### config.mk
export PLATFORM = sky130hd
export DESIGN_NAME = mem_access_stage_flat
export DESIGN_NICKNAME = d
export VERILOG_FILES = /design/src/rtl/mem_access_stage_if.sv /design/src/rtl/mem_access_stage.sv /design/src/flat_wrapper.sv
export SDC_FILE = /design/constraint.sdc
export NUM_CORES = 1
export LEC_CHECK = 0
export ABC_AREA = 1
export BUFFER_PORTS_ARGS = -buffer_cell sky130_fd_sc_hd__buf_4
export CAP_MARGIN = 20
export CORE_AREA = 2 2 186 188
export CTS_BUF_LIST = sky130_fd_sc_hd__clkbuf_8
export CTS_CLUSTER_SIZE = 25
export DETAILED_ROUTE_END_ITERATION = 10
export DIE_AREA = 0 0 188 190
export PLACE_DENSITY_LB_ADDON = 0.25
export SLEW_MARGIN = 20
export SYNTH_ARGS = -nofsm -noshare
export SYNTH_HDL_FRONTEND = slang
export SYNTH_SLANG_ARGS = --single-unit
### constraint.sdc
create_clock -name clk -period 2.79 [get_ports clk]
set_clock_uncertainty 0.1 [all_clocks]
set_input_delay 0.558 -clock clk [delete_from_list [all_inputs] [get_ports clk]]
set_output_delay 0.558 -clock clk [all_outputs]
set_load 0.005 [all_outputs]
### src/rtl/mem_access_stage_if.sv
// Data-memory request/acknowledge bus between the MEM stage and the data memory.
interface mem_access_stage_if;
    logic        dmem_req;
    logic        dmem_we;
    logic [63:0] dmem_addr;
    logic [63:0] dmem_wdata;
    logic [7:0]  dmem_wstrb;
    logic [63:0] dmem_rdata;
    logic        dmem_ack;

    modport master (
        output dmem_req, dmem_we, dmem_addr, dmem_wdata, dmem_wstrb,
        input  dmem_rdata, dmem_ack
    );

    modport slave (
        input  dmem_req, dmem_we, dmem_addr, dmem_wdata, dmem_wstrb,
        output dmem_rdata, dmem_ack
    );
endinterface

### src/rtl/mem_access_stage.sv
// MEM stage of the 64-bit RISC-V pipeline: sized loads/stores over a req/ack bus,
// stalls upstream while an access is outstanding and feeds bubbles to MEM/WB.
module mem_access_stage #(
    parameter int unsigned TIMEOUT = 16
) (
    input  logic        clk,
    input  logic        reset,
    input  logic [63:0] aluResult_in,
    input  logic [63:0] storeData_in,
    input  logic [4:0]  rd_in,
    input  logic [2:0]  funct3_in,
    input  logic        MemRead_in,
    input  logic        MemWrite_in,
    input  logic        MemtoReg_in,
    input  logic        RegWrite_in,
    output logic [63:0] aluResult_out,
    output logic [63:0] memData_out,
    output logic [4:0]  rd_out,
    output logic        MemtoReg_out,
    output logic        RegWrite_out,
    output logic        stall_out,
    output logic        fault_out,
    mem_access_stage_if.master dmem
);

    localparam int unsigned CntWidth = $clog2(TIMEOUT + 2);

    typedef enum logic [1:0] {IDLE, BUSY, DONE} state_t;

    state_t              state;
    logic [CntWidth-1:0] waitCnt;
    logic [63:0]         rdLatch;
    logic                errFlag;

    logic        memop;
    logic        isStore;
    logic        isLoad;
    logic [1:0]  sizeSel;
    logic [2:0]  byteOff;
    logic        illegalSize;
    logic        misaligned;
    logic        bad;
    logic        timedOut;
    logic [7:0]  sizeMask;
    logic [63:0] shifted;
    logic [63:0] loadExt;

    // A store wins when both MemRead and MemWrite are set.
    assign memop       = MemRead_in | MemWrite_in;
    assign isStore     = MemWrite_in;
    assign isLoad      = MemRead_in & ~MemWrite_in;
    assign sizeSel     = funct3_in[1:0];
    assign byteOff     = aluResult_in[2:0];
    assign illegalSize = isLoad && (funct3_in == 3'b111);
    assign bad         = illegalSize | misaligned;
    assign timedOut    = (TIMEOUT != 0) && ((32'(waitCnt) + 32'd1) >= TIMEOUT);

    always_comb begin
        misaligned = 1'b0;
        sizeMask   = 8'h01;
        case (sizeSel)
            2'b00: begin misaligned = 1'b0;          sizeMask = 8'h01; end
            2'b01: begin misaligned = byteOff[0];    sizeMask = 8'h03; end
            2'b10: begin misaligned = |byteOff[1:0]; sizeMask = 8'h0F; end
            default: begin misaligned = |byteOff;    sizeMask = 8'hFF; end
        endcase
    end

    // Bus payload follows the inputs, which the stall keeps stable during BUSY.
    assign dmem.dmem_we    = isStore;
    assign dmem.dmem_addr  = {aluResult_in[63:3], 3'b000};
    assign dmem.dmem_wdata = storeData_in << {byteOff, 3'b000};
    assign dmem.dmem_wstrb = isStore ? (sizeMask << byteOff) : 8'h00;

    assign shifted = rdLatch >> {byteOff, 3'b000};

    always_comb begin
        loadExt = 64'h0;
        case (funct3_in)
            3'b000:  loadExt = {{56{shifted[7]}},  shifted[7:0]};
            3'b001:  loadExt = {{48{shifted[15]}}, shifted[15:0]};
            3'b010:  loadExt = {{32{shifted[31]}}, shifted[31:0]};
            3'b011:  loadExt = shifted;
            3'b100:  loadExt = {56'h0, shifted[7:0]};
            3'b101:  loadExt = {48'h0, shifted[15:0]};
            3'b110:  loadExt = {32'h0, shifted[31:0]};
            default: loadExt = 64'h0;
        endcase
    end

    // Access sequencer; DONE always returns to IDLE so an instruction issues once.
    always_ff @(posedge clk or posedge reset) begin
        if (reset) begin
            state         <= IDLE;
            waitCnt       <= '0;
            rdLatch       <= 64'h0;
            errFlag       <= 1'b0;
            dmem.dmem_req <= 1'b0;
        end else begin
            case (state)
                IDLE: begin
                    if (memop && !bad) begin
                        state         <= BUSY;
                        waitCnt       <= '0;
                        errFlag       <= 1'b0;
                        dmem.dmem_req <= 1'b1;
                    end
                end
                BUSY: begin
                    if (dmem.dmem_ack) begin
                        if (isLoad) rdLatch <= dmem.dmem_rdata;
                        dmem.dmem_req <= 1'b0;
                        state         <= DONE;
                    end else if (timedOut) begin
                        dmem.dmem_req <= 1'b0;
                        errFlag       <= 1'b1;
                        state         <= DONE;
                    end else if (waitCnt != '1) begin
                        waitCnt <= waitCnt + CntWidth'(1);
                    end
                end
                DONE:    state <= IDLE;
                default: state <= IDLE;
            endcase
        end
    end

    // MEM/WB feed: pass-through, bubble while stalled, result in DONE.
    always_comb begin
        aluResult_out = aluResult_in;
        memData_out   = 64'h0;
        rd_out        = rd_in;
        MemtoReg_out  = MemtoReg_in;
        RegWrite_out  = RegWrite_in;
        stall_out     = 1'b0;
        fault_out     = 1'b0;
        case (state)
            IDLE: begin
                if (memop && bad) begin
                    fault_out    = ~reset;
                    RegWrite_out = 1'b0;
                end else if (memop) begin
                    stall_out     = ~reset;
                    aluResult_out = 64'h0;
                    rd_out        = 5'd0;
                    MemtoReg_out  = 1'b0;
                    RegWrite_out  = 1'b0;
                end
            end
            BUSY: begin
                stall_out     = 1'b1;
                aluResult_out = 64'h0;
                rd_out        = 5'd0;
                MemtoReg_out  = 1'b0;
                RegWrite_out  = 1'b0;
            end
            DONE: begin
                memData_out = loadExt;
                if (errFlag) begin
                    fault_out    = 1'b1;
                    RegWrite_out = 1'b0;
                end
            end
            default: ;
        endcase
    end

endmodule

### src/flat_wrapper.sv
// flat-port wrapper written by rule: the top's interface ports become plain ports
module mem_access_stage_flat 
#(
    parameter int unsigned TIMEOUT = 16
)
  (clk, reset, aluResult_in, storeData_in, rd_in, funct3_in, MemRead_in, MemWrite_in, MemtoReg_in, RegWrite_in, aluResult_out, memData_out, rd_out, MemtoReg_out, RegWrite_out, stall_out, fault_out, dmem_dmem_req, dmem_dmem_we, dmem_dmem_addr, dmem_dmem_wdata, dmem_dmem_wstrb, dmem_dmem_rdata, dmem_dmem_ack);
  mem_access_stage_if dmem_i ();
  input  logic clk;
  input  logic reset;
  input  logic [63:0] aluResult_in;
  input  logic [63:0] storeData_in;
  input  logic [4:0] rd_in;
  input  logic [2:0] funct3_in;
  input  logic MemRead_in;
  input  logic MemWrite_in;
  input  logic MemtoReg_in;
  input  logic RegWrite_in;
  output logic [63:0] aluResult_out;
  output logic [63:0] memData_out;
  output logic [4:0] rd_out;
  output logic MemtoReg_out;
  output logic RegWrite_out;
  output logic stall_out;
  output logic fault_out;
  output wire logic [$bits(dmem_i.dmem_req)-1:0] dmem_dmem_req;
  output wire logic [$bits(dmem_i.dmem_we)-1:0] dmem_dmem_we;
  output wire logic [$bits(dmem_i.dmem_addr)-1:0] dmem_dmem_addr;
  output wire logic [$bits(dmem_i.dmem_wdata)-1:0] dmem_dmem_wdata;
  output wire logic [$bits(dmem_i.dmem_wstrb)-1:0] dmem_dmem_wstrb;
  input wire logic [$bits(dmem_i.dmem_rdata)-1:0] dmem_dmem_rdata;
  input wire logic [$bits(dmem_i.dmem_ack)-1:0] dmem_dmem_ack;
  assign dmem_dmem_req = dmem_i.dmem_req;
  assign dmem_dmem_we = dmem_i.dmem_we;
  assign dmem_dmem_addr = dmem_i.dmem_addr;
  assign dmem_dmem_wdata = dmem_i.dmem_wdata;
  assign dmem_dmem_wstrb = dmem_i.dmem_wstrb;
  assign dmem_i.dmem_rdata = dmem_dmem_rdata;
  assign dmem_i.dmem_ack = dmem_dmem_ack;
  mem_access_stage #(.TIMEOUT(TIMEOUT)) u_core (.clk(clk), .reset(reset), .aluResult_in(aluResult_in), .storeData_in(storeData_in), .rd_in(rd_in), .funct3_in(funct3_in), .MemRead_in(MemRead_in), .MemWrite_in(MemWrite_in), .MemtoReg_in(MemtoReg_in), .RegWrite_in(RegWrite_in), .aluResult_out(aluResult_out), .memData_out(memData_out), .rd_out(rd_out), .MemtoReg_out(MemtoReg_out), .RegWrite_out(RegWrite_out), .stall_out(stall_out), .fault_out(fault_out), .dmem(dmem_i));
endmodule
Word-level counts from Yosys, hierarchy flattened. Cells that the tools add are included. Widths: inputs -> output; s select.

Register bits after elaboration: 73. Word-level logic and storage cells: 90.

Reduce and logical (&&, ||, !) cells: 15. Bitwise logic cells: 5. $add $sub $neg: 2. Order comparisons: 1. Muxes and demuxes: 41. Shift operators: 3. Equality and inequality tests: 18.

Operators with widths (count): $pmux 64 s7 (1); $mux 64 (3); $pmux 64 s2 (1); $shl 64x6->64 (1); $shr 64x6->64 (1); $ge 32x5->1 const B (1); $mux 5 (6); $pmux 8 s3 (1); $pmux 5 s2 (2); $mux 1 (15); $eq 3x3->1 const B (4); $pmux 1 s2 (5); $mux 8 (1); $shl 8x3->8 (1); $add 5x1->6 const B (1); $eq 3x2->1 const B (2); $mux 2 (3); $ne 2x1->1 const B (3); $pmux 1 s3 (2); $reduce_and 3->1 (2); $add 5x1->5 const B (1); $ne 5x5->1 const B (1); $reduce_and 5->1 (1); $eq 2x1->1 const B (2); 17 further kinds (24).

Logic depth before layout (Yosys ltp). Gate-level depths: netlist of the first run.

Word-level depth: 8. Gate-level depth with buffers: 13. Depth with buffers taken out: 11.

Worst setup path after synthesis of the first run. OpenSTA, ideal clock, no wires.

Kind: input -> output. From: input reset. To: output stall_out. Cell stages on the path: 3. Arrival time: 2.441 ns. Data required time: 2.132 ns. Slack: -0.309 ns. Cell sequence: inv_1 nand2_1 o21ai_0.

Longest elaborated chain between the ends: 4.

Ends and longest elaborated chain: from (decl) (RTL line flat_wrapper.sv:9) `input logic reset;`; $not 1->1 (RTL line mem_access_stage.sv:143) `stall_out = ~reset;`; $mux 1 (RTL line mem_access_stage.sv:142) `end else if (memop) begin`; $mux 1 (RTL line mem_access_stage.sv:139) `if (memop && bad) begin`; $pmux 1 s2 (RTL line mem_access_stage.sv:137) `case (state)`; to (decl) (RTL line flat_wrapper.sv:23) `output logic stall_out;`.

No other way between the ends.

Final worst setup path of the first run.
From: input aluResult_in[0]. To: output memData_out[18].

Longest elaborated chain between the ends: 3.

Ends and longest elaborated chain: from (decl) (RTL line flat_wrapper.sv:10) `input logic [63:0] aluResult_in;`; $shr 64x6->64 (RTL line mem_access_stage.sv:75) `assign shifted = rdLatch >> {byteOff, 3'b000};`; $pmux 64 s7 (RTL line mem_access_stage.sv:79) `case (funct3_in)`; $mux 64 (RTL line mem_access_stage.sv:137); to (decl) (RTL line flat_wrapper.sv:19) `output logic [63:0] memData_out;`.

No other way between the ends.

==> results.json, run 1 <==
{
  "netlist_area_sq_um": 8066,
  "r2r_slack_ps": 670,
  "p_leak_nw": 6.788,
  "totalPowerFinal_mw": 7.269,
  "gp_routability_congestion": 0.9199,
  "hold_class": "primary input to asynchronous set/reset pin",
  "syn_area_per_cell_sq_um": 5.705,
  "cellPowerDensity_nw_per_um2": 580.5,
  "tightest_slew_ps": 888.6,
  "first_pass_iters": 5,
  "async_flop_share_pct": 100.0,
  "dp_hpwl_mm": 34.83,
  "antenna_found_initial": 4,
  "slew_headroom_pct": 40.76,
  "worstSetupEndpointType": "output pin",
  "ant_nets": 0,
  "clock_sinks": 73,
  "worstSkewPairLatency_ps": 380,
  "grt_pass1_vias": 9847,
  "core_sq_um": 33950,
  "setup_viol": 0,
  "yosysTopAreaCellShare_pct": 22.65,
  "drt-total-wl_mm": 45.13,
  "global_route.usage.met1_pct": 24.33,
  "reg2reg_from": "u_core.waitCnt[0]",
  "gr-usage-met2_pct": 42.63,
  "use_met3_pct": 3.745,
  "maxCapViolCount": 0,
  "cts_buffers": 9,
  "die_h_um": 190,
  "fp-row-count": 68,
  "cp_max_fo": 30,
  "grt_pass1_wl_mm": 61.31,
  "status": "completed",
  "synth_cells": 1414,
  "slew_violations": 0,
  "period_needed_ps": 2699,
  "critPathRequiredTime_ps": 2130,
  "drc": 0,
  "drt_iter0_drc": 794,
  "synth_top_cell_by_area": "dfrtp_1",
  "r2r_end": "u_core.waitCnt[0]",
  "cts_root_buf": "clkbuf_8",
  "pre_cts_ws_ps": -5.915,
  "ys_types": 29,
  "htree_levels": 3,
  "yosys-top-cells-count": "nand2_1 (374), nor2_1 (219), o21ai_0 (166), inv_1 (165), nand3_1 (103)",
  "wl_per_cell_um": 19.75,
  "via_count": 10800,
  "fin_nets": 2031,
  "yosysWarnings": 0,
  "grt_max_degree": 107,
  "ir_drop_mv": 0.3042,
  "gr-total-overflow": 0,
  "start_util_pct": 23.76,
  "hold_viol": 0,
  "dieArea_sq_um": 35720,
  "r2r.worst_path.cells": 10,
  "period_share_pct": 96.75,
  "ys_ff_latch": 73,
  "ys_seq_area_share_pct": 22.65,
  "grtUsageTotal_pct": 22.81,
  "viasPerCell": 4.727,
  "tritoncts": "done",
  "ios": 482,
  "worst_slack_ps": 90.68,
  "fmax_mhz": 370.5,
  "crit_type": "primary input to output pin",
  "start_kind": "primary input",
  "synthFlopType": "dfrtp_1",
  "cp.arrival_ps": 2040,
  "grt.busiest_layer": "met2",
  "yosysMostFrequentCell": "nand2_1",
  "synth_edf_count": 0,
  "synthTopCellsByArea": "dfrtp_1 (23%), nand2_1 (17%), o21ai_0 (10%), nor2_1 (10%), inv_1 (7.7%)",
  "io_buffers": 478,
  "syn_to_final_growth_pct": 55.25,
  "layout-drive-gt1-share_pct": 33.72,
  "die_x_um": 188,
  "cts.clk_slew.worst_paths_ps": 90,
  "clk_path_buf_depth": 2
}
-- flip-flops by register name, summed over array words and instances (netlist names) --
| name | flops |
|---|---|
| u_core.waitCnt | 5 |
| u_core.state | 2 |
| u_core.errFlag | 1 |
| u_core.rdLatch | 64 |
| u_core.dmem.dmem_req | 1 |
-- repair_timing --
action / in CTS / in global routing
setup endpoints to repair: 1 / 142
pin swaps: 0 / 3
gates resized for setup: 1 / 28
cloned: 0 / 14
setup buffers: 0 / 3
hold buffers: 0 / 0
-- stage by stage --
step	setup TNS [ps]	util, %	cells	cell area (sq um)	hold slack (ps)
after detailed placement	-5.915	35.18	2249	11940	366.4
after CTS	0	35.75	2265	12140	26.55
after global placement	0	35.18	2249	11940	359.2
after floorplan	0	-	1416	8078	341.5
final	0	36.89	2285	12520	50.79
after global routing	-92.61	36.89	2285	12520	48.30
-- how the worst max path moves through the flow --
stage / cells past startpoint / slack (ps) / startpoint / to
floorplan: 3 / 130 / reset / fault_out
global placement: 12 / 20 / aluResult_in[0] / memData_out[37]
detailed placement: 12 / -6 / aluResult_in[0] / memData_out[37]
CTS: 6 / 2 / u_core.state[1] / aluResult_out[58]
global route: 11 / -30 / MemWrite_in / aluResult_out[50]
finish: 10 / 90 / aluResult_in[0] / memData_out[18]
-- cells in the final DEF (no fill, tap or decap), drive strengths merged, types with 7 or more instances in the layout --
cell type  count
nand3        104
nand2        376
nor2         221
a21oi         44
mux2i         27
inv          174
mux2          22
dfrtp         73
buf          547
o21ai        171
nor3           7
clkbuf        16
o211ai        25
-- worst max-delay path: stages --
cell	delay, ps
buf_6	150
buf_16	200
buf_4	200
o21ai_0	130
o211ai_1	290
nand3_1	120
nand2_1	90
nand2_1	50
inv_1	90
buf_4	110
-- cells by family (layout without fill, tap and decap cells) --
group                      after synthesis  after routing  synth area share [%]
other                                    1              6               0.04649
buffers and inverters                  331            741                 19.20
and+or+nand+nor                        714            715                 35.33
AOI/OAI and AO/OA                      244            244                 16.04
adders and majority gates                2              2                0.3102
muxes                                   49             49                 6.422
DFF                                     73             73                 22.65
-- per-layer routing --
layer / up-vias / routed length, um
met3: 88 / 2843
met5: - / 0
met4: 0 / 2277
met1: 5004 / 15980
li1: 5200 / -
met2: 509 / 24030
-- area by class of cell --
type / instances / area [sq um]
inverters: 170 / 654.4
diodes: 3 / 7.507
clock inverters: 7 / 67.56
multi-input cells: 1013 / 4761
flip-flops and latches: 73 / 1827
well taps: 455 / 569.3
repair inverters: 1 / 5.005
repair buffers: 554 / 4508
clock buffers: 9 / 123.9
fillers: 3714 / 21420
-- power breakdown --
group	internal, mW	total (mW)	switching (mW)
registers	1.56	1.87	0.316
clock network	0.352	0.888	0.536
logic	2.05	4.51	2.45
Note: power is estimated with default switching activity, not from simulation.
==> run 2, diff against run 1 <==
--- a/config.mk
+++ b/config.mk
@@ -7,13 +7,13 @@
 export LEC_CHECK = 0
 export ABC_AREA = 1
 export BUFFER_PORTS_ARGS = -buffer_cell sky130_fd_sc_hd__buf_4
-export CAP_MARGIN = 20
 export CORE_AREA = 2 2 186 188
-export CTS_BUF_LIST = sky130_fd_sc_hd__clkbuf_8
+export CTS_BUF_LIST = sky130_fd_sc_hd__clkbuf_2
 export CTS_CLUSTER_SIZE = 25
 export DETAILED_ROUTE_END_ITERATION = 10
 export DIE_AREA = 0 0 188 190
 export PLACE_DENSITY_LB_ADDON = 0.25
+export SETUP_SLACK_MARGIN = 0.4
 export SLEW_MARGIN = 20
 export SYNTH_ARGS = -nofsm -noshare
 export SYNTH_HDL_FRONTEND = slang
==> run 2 against run 1 <==
  * The run now ends with setup timing left
  * Largest power group unchanged
  * Flip-flop and latch count stayed put
  * Combinational power grew 40%
  * First-iteration DRC count is 22% lower
  * Worst setup slack worse by 170 ps
  * Wire length rose by 8.8%
==> results.json, run 2 (synthesis results as in run 1) <==
{
  "io_buffers": 478,
  "cp.arrival_ps": 2210,
  "reg2reg_from": "u_core.waitCnt[0]",
  "grt_pass1_wl_mm": 65.31,
  "cts_root_buf": "clkbuf_2",
  "clk_path_buf_depth": 2,
  "period_needed_ps": 2873,
  "drc": 0,
  "worstSkewPairLatency_ps": 590,
  "design_area_sq_um": 14780,
  "drt-total-wl_mm": 49.09,
  "path_buf_inv": 6,
  "path_cells": "inv_1, nand2_2, nand3_2, nand3_2, nand3_4, buf_6, nand2_2, inv_4, clkbuf_16, nand2_1, nand2_1, inv_1, buf_4",
  "pre_cts_ws_ps": -68.95,
  "tightest_slew_ps": 516.7,
  "largest_register": "u_core.rdLatch",
  "cellPowerDensity_nw_per_um2": 604.8,
  "r2r_end": "u_core.waitCnt[2]",
  "crit_type": "flip-flop to output pin",
  "antenna_found_initial": 3,
  "syn_to_final_growth_pct": 83.19,
  "first_pass_iters": 6,
  "hold_viol": 0,
  "critPathCapture": "memData_out[16]",
  "rsz0062_at_grt": "yes",
  "largest_register_ffs": 64,
  "status": "finished with violations",
  "gp_routability_congestion": 0.9056,
  "tritoncts": "done",
  "dp_hpwl_mm": 35.36,
  "slew_violations": 0,
  "grt_pass1_vias": 10480,
  "viasPerCell": 4.811,
  "mostFrequentLayoutCell": "buf_4",
  "layout-drive-gt1-share_pct": 46.40,
  "clock_sinks": 73,
  "largestRegisters": "u_core.rdLatch x64, u_core.waitCnt x5, u_core.state x2",
  "worst_slack_ps": -82.95,
  "maxCapViolCount": 0,
  "critPathRequiredTime_ps": 2130,
  "via_count": 11360,
  "cts_buffers": 9,
  "violations": "setup timing",
  "start_kind": "flip-flop",
  "worstSetupEndpointType": "output pin",
  "grtUsageTotal_pct": 24.32,
  "wl_per_cell_um": 20.79,
  "placedInstanceArea_sq_um": 12120,
  "start_util_pct": 23.76,
  "htree_levels": 3,
  "gr-total-overflow": 0,
  "fin_nets": 2107,
  "fp-row-count": 68,
  "setup_viol": 69,
  "fmax_mhz": 348.1,
  "r2r_slack_ps": 660,
  "cp.depth": 13,
  "slowest_delay_ps": 430,
  "drt_iter0_drc": 619,
  "die_h_um": 190,
  "die_x_um": 188,
  "ant_nets": 0,
  "final_cell_mix": "buf_4 (498), nand2_1 (337), inv_1 (150)",
  "cp_top_family": "buffers and inverters",
  "hold_class": "primary input to flip-flop",
  "dieArea_sq_um": 35720,
  "cts.clk_slew.worst_paths_ps": 280,
  "cp_max_fo": 7,
  "r2r.worst_path.cells": 10,
  "ios": 482,
  "slowest_stage": "dfrtp_1",
  "core_sq_um": 33950,
  "startpoint": "u_core.rdLatch[55]",
  "p_leak_nw": 7.518,
  "slew_headroom_pct": 65.55,
  "ir_drop_mv": 0.4446,
  "grt_max_degree": 107,
  "period_share_pct": 103.0
}
## run 2: cell types whose count changed in the layout (fill, tap and decap cells not counted), sizes merged
| cell | change |
|---|---|
| nand2 | -1 |
| buf | +63 |
| bufinv | +1 |
| clkbuf | +7 |
| inv | -1 |
| dlygate4sd3 | +8 |
| clkinv | -1 |
## run 2: worst min-delay path by stage
| stage | startpoint | end | slack, ps | depth (start not counted) |
|---|---|---|---|---|
| 6_report | dmem_dmem_rdata[62] | u_core.rdLatch[62] | 20 | 3 |
| 5_1_grt | dmem_dmem_rdata[2] | u_core.rdLatch[2] | 3 | 2 |
| 3_5_place_dp | u_core.waitCnt[3] | u_core.waitCnt[3] | 370 | 2 |
| 3_3_place_gp | u_core.waitCnt[3] | u_core.waitCnt[3] | 360 | 2 |
| 2_1_floorplan | u_core.errFlag | u_core.errFlag | 340 | 2 |
| 4_1_cts | dmem_dmem_rdata[25] | u_core.rdLatch[25] | 1 | 3 |
## run 2: stage by stage
stage / TNS, ps / util, % / power, mW / hold slack, ps / cells
4_1_cts: -1639 / 38.71 / 7.784 / 1.271 / 2309
6_report: -1919 / 43.53 / 8.937 / 20.56 / 2361
5_1_grt: -13800 / 43.53 / 9.520 / 3.457 / 2361
3_3_place_gp: -92.98 / 35.70 / 5.957 / 358.0 / 2266
3_5_place_dp: -97.43 / 35.70 / 5.996 / 370.0 / 2266
2_1_floorplan: 0 / - / 3.960 / 341.5 / 1416
## run 2: power by group
group	leakage, nW	switching, mW	internal [mW]
clock network	0.0759	0.495	0.227
registers	0.887	0.342	1.55
logic	6.56	3.18	3.14
## run 2: per-layer routing
| metal | part of all wire [%] | vias up | global-route usage, % |
|---|---|---|---|
| met5 | 0 | - | 0 |
| met1 | 36 | 5373 | 25.39 |
| met3 | 5.1 | 107 | 2.970 |
| met4 | 5.3 | 0 | 11.05 |
| li1 | - | 5367 | - |
| met2 | 54 | 511 | 48.13 |
## run 2: timing repair
item / in CTS / in global routing
setup buffers: 18 / 28
endpoints found under the hold margin: 17 / 5
pin swaps: 12 / 26
gates resized for setup: 164 / 299
hold buffers: 3 / 5
gates cloned: 6 / 16
setup endpoints to repair: 199 / 205
## run 2: cell type report
| cell class | count | area (sq um) |
|---|---|---|
| clock buffer | 9 | 45.04 |
| multi-input combinational | 1012 | 5774 |
| fill | 3506 | 19170 |
| sequential | 73 | 1828 |
| antenna | 3 | 7.507 |
| timing repair buffer | 632 | 5802 |
| clock inverter | 7 | 83.83 |
| inverter | 170 | 666.9 |
| tap | 455 | 569.3 |
## run 2: tightest hold or removal path, stage by stage
cell	delay (ps)
buf_4	80
nand2_1	40
o21ai_0	60
